## src/rtl/ika_video_timing.sv

```systemverilog
// ika_video_timing -- parametrised raster timing generator.
// Divides the master clock into a one-cycle pixel enable and produces the
// H/V counters, active-low sync and blanking. Frame totals are selectable
// (original, NTSC-friendly, custom-adjusted) and the vertical sync position
// can be shifted by -7..+7 lines. Mode, adjust and VPOS inputs are sampled
// only at the frame boundary so a frame never changes shape part-way through.
// Optional feature: define IKA_VTIMING_FRAMECNT_EN to build the 16-bit frame
// counter; otherwise o_FRAMECNT is tied to zero.
module ika_video_timing #(
  parameter int PXCEN_DIV    = 10,
  parameter int CNT_W        = 9,
  parameter int H_TOTAL      = 384,
  parameter int H_ACTIVE     = 256,
  parameter int H_SYNC_START = 296,
  parameter int H_SYNC_LEN   = 32,
  parameter int V_TOTAL      = 264,
  parameter int V_ACTIVE     = 224,
  parameter int V_SYNC_START = 240,
  parameter int V_SYNC_LEN   = 8,
  parameter int H_TOTAL_NTSC = 384,
  parameter int V_TOTAL_NTSC = 262
) (
  input  logic             i_EMU_MCLK,
  input  logic             i_EMU_INITRST_n,
  input  logic [1:0]       i_MODE,
  input  logic [1:0]       i_ADJ_H,
  input  logic [2:0]       i_ADJ_V,
  input  logic [3:0]       i_VPOS,
  output logic             o_PXCEN,
  output logic [CNT_W-1:0] o_HCNT,
  output logic [CNT_W-1:0] o_VCNT,
  output logic             o_HSYNC_n,
  output logic             o_VSYNC_n,
  output logic             o_HBLANK_n,
  output logic             o_VBLANK_n,
  output logic [15:0]      o_FRAMECNT
);

  localparam int DIV_W = $clog2(PXCEN_DIV);
  localparam int TW    = CNT_W + 1;   // totals need one bit more than counters
  localparam int VW    = CNT_W + 3;   // headroom for sync-start + vtot + offset

  localparam logic [DIV_W-1:0] DIV_LAST = DIV_W'(PXCEN_DIV - 1);
  localparam logic [DIV_W-1:0] DIV_PRE  = DIV_W'(PXCEN_DIV - 2);

  localparam logic [TW-1:0] H_ACT_T = TW'(H_ACTIVE);
  localparam logic [TW-1:0] HS_LO   = TW'(H_SYNC_START);
  localparam logic [TW-1:0] HS_HI   = TW'(H_SYNC_START + H_SYNC_LEN);
  localparam logic [TW-1:0] V_ACT_T = TW'(V_ACTIVE);
  localparam logic [VW-1:0] VS_LEN  = VW'(V_SYNC_LEN);

  // Horizontal total for a given mode/adjust pair; mode 3 falls back to original.
  function automatic logic [TW-1:0] calc_htot(input logic [1:0] mode, input logic [1:0] adj);
    logic [TW-1:0] t;
    case (mode)
      2'd1:    t = TW'(H_TOTAL_NTSC);
      2'd2:    t = TW'(H_TOTAL) + TW'({adj, 1'b0});
      default: t = TW'(H_TOTAL);
    endcase
    return t;
  endfunction

  // Vertical total for a given mode/adjust pair.
  function automatic logic [TW-1:0] calc_vtot(input logic [1:0] mode, input logic [2:0] adj);
    logic [TW-1:0] t;
    case (mode)
      2'd1:    t = TW'(V_TOTAL_NTSC);
      2'd2:    t = TW'(V_TOTAL) + TW'(adj);
      default: t = TW'(V_TOTAL);
    endcase
    return t;
  endfunction

  logic [DIV_W-1:0] div_cnt;
  logic [1:0]       mode_q,  mode_nx;
  logic [1:0]       adj_h_q, adj_h_nx;
  logic [2:0]       adj_v_q, adj_v_nx;
  logic [3:0]       vpos_q,  vpos_nx;
  logic [TW-1:0]    htot, vtot;
  logic             h_last, v_last, frame_wrap;
  logic [CNT_W-1:0] hcnt_nx, vcnt_nx;
  logic [TW-1:0]    hx, vx;
  logic [VW-1:0]    vtot_w, vs_raw, vs_pos, vcnt_w, vs_dist;

  assign htot       = calc_htot(mode_q, adj_h_q);
  assign vtot       = calc_vtot(mode_q, adj_v_q);
  assign h_last     = ({1'b0, o_HCNT} + TW'(1)) >= htot;
  assign v_last     = ({1'b0, o_VCNT} + TW'(1)) >= vtot;
  assign frame_wrap = o_PXCEN && h_last && v_last;

  // Configuration seen by the next frame: live inputs at the wrap, shadows otherwise.
  always_comb begin
    mode_nx  = frame_wrap ? i_MODE  : mode_q;
    adj_h_nx = frame_wrap ? i_ADJ_H : adj_h_q;
    adj_v_nx = frame_wrap ? i_ADJ_V : adj_v_q;
    vpos_nx  = frame_wrap ? i_VPOS  : vpos_q;
  end

  // Next counter values; they only move on the edge that ends a pixel-enable cycle.
  always_comb begin
    hcnt_nx = o_HCNT;
    vcnt_nx = o_VCNT;
    if (o_PXCEN) begin
      if (h_last) begin
        hcnt_nx = '0;
        vcnt_nx = v_last ? '0 : o_VCNT + CNT_W'(1);
      end else begin
        hcnt_nx = o_HCNT + CNT_W'(1);
      end
    end
  end

  // Vsync start line = (V_SYNC_START + offset) mod vtot, and the distance of the
  // next line from it modulo vtot, so the window may wrap into lines 0.. .
  always_comb begin
    vtot_w = VW'(calc_vtot(mode_nx, adj_v_nx));
    vs_raw = VW'(V_SYNC_START) + vtot_w;
    if (vpos_nx != 4'd0) vs_raw = vs_raw + VW'(vpos_nx) - VW'(8);
    vs_pos = vs_raw;
    if (vs_pos >= vtot_w) vs_pos = vs_pos - vtot_w;
    if (vs_pos >= vtot_w) vs_pos = vs_pos - vtot_w;
    vcnt_w  = VW'(vcnt_nx);
    vs_dist = (vcnt_w >= vs_pos) ? (vcnt_w - vs_pos) : (vcnt_w + vtot_w - vs_pos);
  end

  assign hx = {1'b0, hcnt_nx};
  assign vx = {1'b0, vcnt_nx};

  // Pixel divider and registered pixel enable (high while the divider sits at its last count).
  always_ff @(posedge i_EMU_MCLK or negedge i_EMU_INITRST_n) begin
    // NOTE: state uses non-blocking assignments under an async active-low reset so
    // every register samples pre-edge values and clears without waiting for a clock.
    if (!i_EMU_INITRST_n) begin
      div_cnt <= '0;
      o_PXCEN <= 1'b0;
    end else begin
      div_cnt <= (div_cnt == DIV_LAST) ? '0 : div_cnt + DIV_W'(1);
      o_PXCEN <= (div_cnt == DIV_PRE);
    end
  end

  // Counters, shadow configuration and decodes, all updated on the same edge.
  always_ff @(posedge i_EMU_MCLK or negedge i_EMU_INITRST_n) begin
    if (!i_EMU_INITRST_n) begin
      o_HCNT     <= '0;
      o_VCNT     <= '0;
      mode_q     <= 2'd0;
      adj_h_q    <= 2'd0;
      adj_v_q    <= 3'd0;
      vpos_q     <= 4'd0;
      o_HSYNC_n  <= 1'b1;
      o_VSYNC_n  <= 1'b1;
      o_HBLANK_n <= 1'b1;
      o_VBLANK_n <= 1'b1;
    end else begin
      o_HCNT     <= hcnt_nx;
      o_VCNT     <= vcnt_nx;
      mode_q     <= mode_nx;
      adj_h_q    <= adj_h_nx;
      adj_v_q    <= adj_v_nx;
      vpos_q     <= vpos_nx;
      // NOTE: decodes are taken from the next counter values so they stay aligned
      // with o_HCNT/o_VCNT instead of lagging one pixel behind.
      o_HBLANK_n <= (hx < H_ACT_T);
      o_VBLANK_n <= (vx < V_ACT_T);
      o_HSYNC_n  <= !((hx >= HS_LO) && (hx < HS_HI));
      o_VSYNC_n  <= !(vs_dist < VS_LEN);
    end
  end

`ifdef IKA_VTIMING_FRAMECNT_EN
  logic [15:0] frame_cnt;

  // Frames completed, wrapping modulo 2^16.
  always_ff @(posedge i_EMU_MCLK or negedge i_EMU_INITRST_n) begin
    if (!i_EMU_INITRST_n) frame_cnt <= 16'd0;
    else if (frame_wrap)  frame_cnt <= frame_cnt + 16'd1;
  end

  assign o_FRAMECNT = frame_cnt;
`else
  assign o_FRAMECNT = 16'd0;
`endif

endmodule

```

## config.mk

```make
export PLATFORM = sky130hd
export DESIGN_NAME = ika_video_timing
export DESIGN_NICKNAME = d
export VERILOG_FILES = /design/src/rtl/ika_video_timing.sv
export SDC_FILE = /design/constraint.sdc
export NUM_CORES = 1
export LEC_CHECK = 0
export ABC_AREA = 0
export ABC_CLOCK_PERIOD_IN_PS = 20700
export BUFFER_PORTS_ARGS = -buffer_cell sky130_fd_sc_hd__clkbuf_2
export CAP_MARGIN = 20
export CORE_UTILIZATION = 45
export CTS_CLUSTER_DIAMETER = 120
export DETAILED_ROUTE_END_ITERATION = 12
export PLACE_DENSITY_LB_ADDON = 0.25
export SETUP_SLACK_MARGIN = 0.02
export SYNTH_ARGS = -nofsm -noshare
export SYNTH_HDL_FRONTEND = slang
export SYNTH_SLANG_ARGS = --single-unit
```

## constraint.sdc

```tcl
create_clock -name i_EMU_MCLK -period 20.7 [get_ports i_EMU_MCLK]
set_clock_uncertainty 0.15 [all_clocks]
set_input_delay 4.14 -clock i_EMU_MCLK [delete_from_list [all_inputs] [get_ports i_EMU_MCLK]]
set_output_delay 4.14 -clock i_EMU_MCLK [all_outputs]
set_load 0.005 [all_outputs]
```

==> flow_metrics.env <==
export IMPL_drtIter0Drc=208
export IMPL_dp_hpwl_mm=7.94
export IMPL_std_cell_rows=35
export IMPL_place_port_buffers=35
export IMPL_tns_ps=0
export IMPL_fin_nets=601
export IMPL_yosys_warnings=0
export IMPL_htreeDepth=2
export IMPL_worstSetupPathType="input port to register"
export IMPL_antenna_found_initial=0
export IMPL_path_max_fanout=10
export IMPL_synth_seq_cells=38
export IMPL_r2r_end="o_VSYNC_n"
export IMPL_place_gp_congestion=0.949
export IMPL_max_stage_delay_ps=410
export IMPL_drt_first_pass_iters=5
export IMPL_coreArea_um2=9280
export IMPL_ios=52
export IMPL_syn_avg_cell_area_um2=8.70
export IMPL_end_kind="register"
export IMPL_critPathMostFrequentCell="ha_1"
export IMPL_fill_cells=889
export IMPL_peakVddDrop_mv=0.0309
export IMPL_period_minus_slack_ps=12370
export IMPL_grt_max_degree=39
export IMPL_start_util_pct=46.5
export IMPL_overflow=0
export IMPL_path_delay_family="compound AO/OA/AOI/OAI gates"
export IMPL_post_cts_setup_buffers=0
export IMPL_grt_pass1_wl_mm=16.3
export IMPL_path_depth=37
export IMPL_max_freq_mhz=80.8
export IMPL_drcViolationCount=0
export IMPL_grt_setup_unrepaired="false"
export IMPL_drv_slew=0
export IMPL_dp_cells=652
export IMPL_cts_buffers=5
export IMPL_async_flop_share_pct=100
export IMPL_rr_worst_depth=45
export IMPL_leakage_nw=2.23
export IMPL_cts_resized=0
export IMPL_clock_latency_ps=300
export IMPL_wl_per_cell_um=14.7
export IMPL_final_cell_mix="ha_1, inv_1, nand2_1"
export IMPL_finalHoldViolCount=0
export IMPL_cp_slowest_cell="mux2_2"
export IMPL_synth_edff_count=0
export IMPL_synthFlopType="dfrtp_1"
export IMPL_routed_via_density=5.47
export IMPL_cts_num_sinks=38
export IMPL_diodes=0
export IMPL_ant_nets=0
export IMPL_setup_viol=0
export IMPL_yosysSeqAreaShare_pct=22.2
export IMPL_die_y_um=99.9
export IMPL_drive_gt1_share_pct=15.1
export IMPL_regArea_um2=956
export IMPL_die_width_um=99.9
export IMPL_cts_hold_buf=0
export IMPL_cts_root_buffer="clkbuf_8"
export IMPL_rrSetupSlack_ps=9890
export IMPL_grt_pass1_vias=3547
export IMPL_synthCells=496
export IMPL_start_kind="input port"
export IMPL_ys_types=75
export IMPL_powerDensity_nw_per_um2=56.1
export IMPL_worst_pin_slew_ps=980
export IMPL_cap_violations=0
export IMPL_wl_mm=9.71
export IMPL_status="finished, final reports clean"
export IMPL_hold_class="register to register"
export IMPL_slew_headroom_pct=34.7
export IMPL_utilization_pct=50.4
export IMPL_grt_usage_pct=20.5
export IMPL_r2r_start="mode_q[0]"
export IMPL_critPathArrivalTime_ps=12460
export IMPL_final_common_cell="ha_1"
export IMPL_stdcell_count=660
export IMPL_syn_to_final_growth_pct=8.38
export IMPL_cts_path_max_buffers=2
export IMPL_die_area_um2=9990
export IMPL_crit_end="o_VSYNC_n"
export IMPL_num_vias=3610
export IMPL_cts_tree="built"
export IMPL_syn_area_um2=4320
export IMPL_required_ps=20780
export IMPL_cp_startpoint="i_MODE[1]"
export IMPL_crit_buf_inv=3
export IMPL_finalCritPeriodShare_pct=59.8
export IMPL_path_clk_slew_ps=90
export IMPL_multi_input_area_um2=3070
-- registers in the layout (all words and copies together) (netlist names) --
name	cells
o_HCNT	9
o_VCNT	9
div_cnt	4
vpos_q	4
adj_v_q	3
adj_h_q	2
mode_q	2
o_HBLANK_n	1
o_HSYNC_n	1
o_PXCEN	1
o_VBLANK_n	1
o_VSYNC_n	1
-- worst min-delay path by stage --
stage	cells past startpoint	slack [ps]	to	startpoint
floorplan	1	300	o_PXCEN	div_cnt[1]
global placement	1	330	o_PXCEN	div_cnt[1]
detailed placement	1	330	o_PXCEN	div_cnt[1]
CTS	1	340	o_PXCEN	div_cnt[1]
global route	1	370	o_PXCEN	div_cnt[1]
finish	1	350	o_PXCEN	div_cnt[1]
-- stage by stage --
step	hold slack [ps]	cell area, um2	total power (W)	setup slack, ps
floorplan	302	4370	0.000162	9160
global placement	329	4540	0.000181	8350
detailed placement	332	4540	0.000184	8060
CTS	345	4680	0.000264	8380
global route	370	4680	0.000281	7600
finish	346	4680	0.000262	8330
-- power by group --
| part | switching, W | internal, W | total [W] |
|---|---|---|---|
| sequential | 0.000000844 | 0.0000768 | 0.0000776 |
| clock | 0.0000299 | 0.0000483 | 0.0000782 |
| combinational | 0.0000623 | 0.0000442 | 0.000106 |
| total | 0.0000930 | 0.000169 | 0.000262 |
-- per-layer routing --
| layer | GRT usage [%] | up-vias | routed length (um) |
|---|---|---|---|
| li1 | - | 1820 | - |
| met1 | 26.2 | 1698 | 4580 |
| met2 | 36.1 | 74 | 4680 |
| met3 | 2.58 | 18 | 273 |
| met4 | 6.56 | 0 | 176 |
| met5 | 0 | - | 0 |
-- area by class of cell --
class / count / area share (%)
Timing Repair Buffer: 35 / 3.75
Multi-Input combinational cell: 403 / 65.6
Sequential cell: 38 / 20.4
Inverter: 47 / 3.77
Clock buffer: 5 / 1.47
Tap cell: 129 / 3.45
Clock inverter: 3 / 1.47
-- cell usage after synthesis (all sizes together) (3+ instances only) --
library cell | count | area (um2)
a211o | 3 | 26.3
a21o | 11 | 82.6
a21oi | 25 | 129
a221oi | 3 | 50.1
a22o | 3 | 26.3
a31oi | 6 | 43.8
a41oi | 3 | 26.3
and2 | 12 | 75.1
and3 | 9 | 56.3
and4 | 3 | 26.3
buf | 21 | 161
dfrtp | 34 | 851
dfstp | 4 | 105
fa | 10 | 200
ha | 48 | 601
inv | 46 | 173
mux2 | 10 | 113
mux2i | 13 | 134
nand2 | 41 | 154
nand2b | 11 | 68.8
nand3 | 18 | 108
nand4 | 4 | 25.0
nor2 | 26 | 100
nor2b | 6 | 37.5
nor3 | 14 | 86.3
nor4 | 4 | 25.0
o211ai | 6 | 50.1
o21a | 4 | 30.0
o21ai | 26 | 134
o2bb2ai | 6 | 52.6
o31ai | 5 | 37.5
or2 | 6 | 37.5
xnor2 | 13 | 121
xor2 | 12 | 105
-- cells by family (layout without fill, tap and decap cells) --
family	Yosys count	in the layout	synth area share [%]
other cells	1	16	0.0869
flops	38	38	22.2
compound gates	121	121	20.7
simple gates	160	160	19.5
fa+ha+maj	58	58	18.6
buf+inv	70	90	8.00
mux	23	23	5.71
xor+xnor	25	25	5.25
No activity file was read; power rests on OpenSTA's default activity.
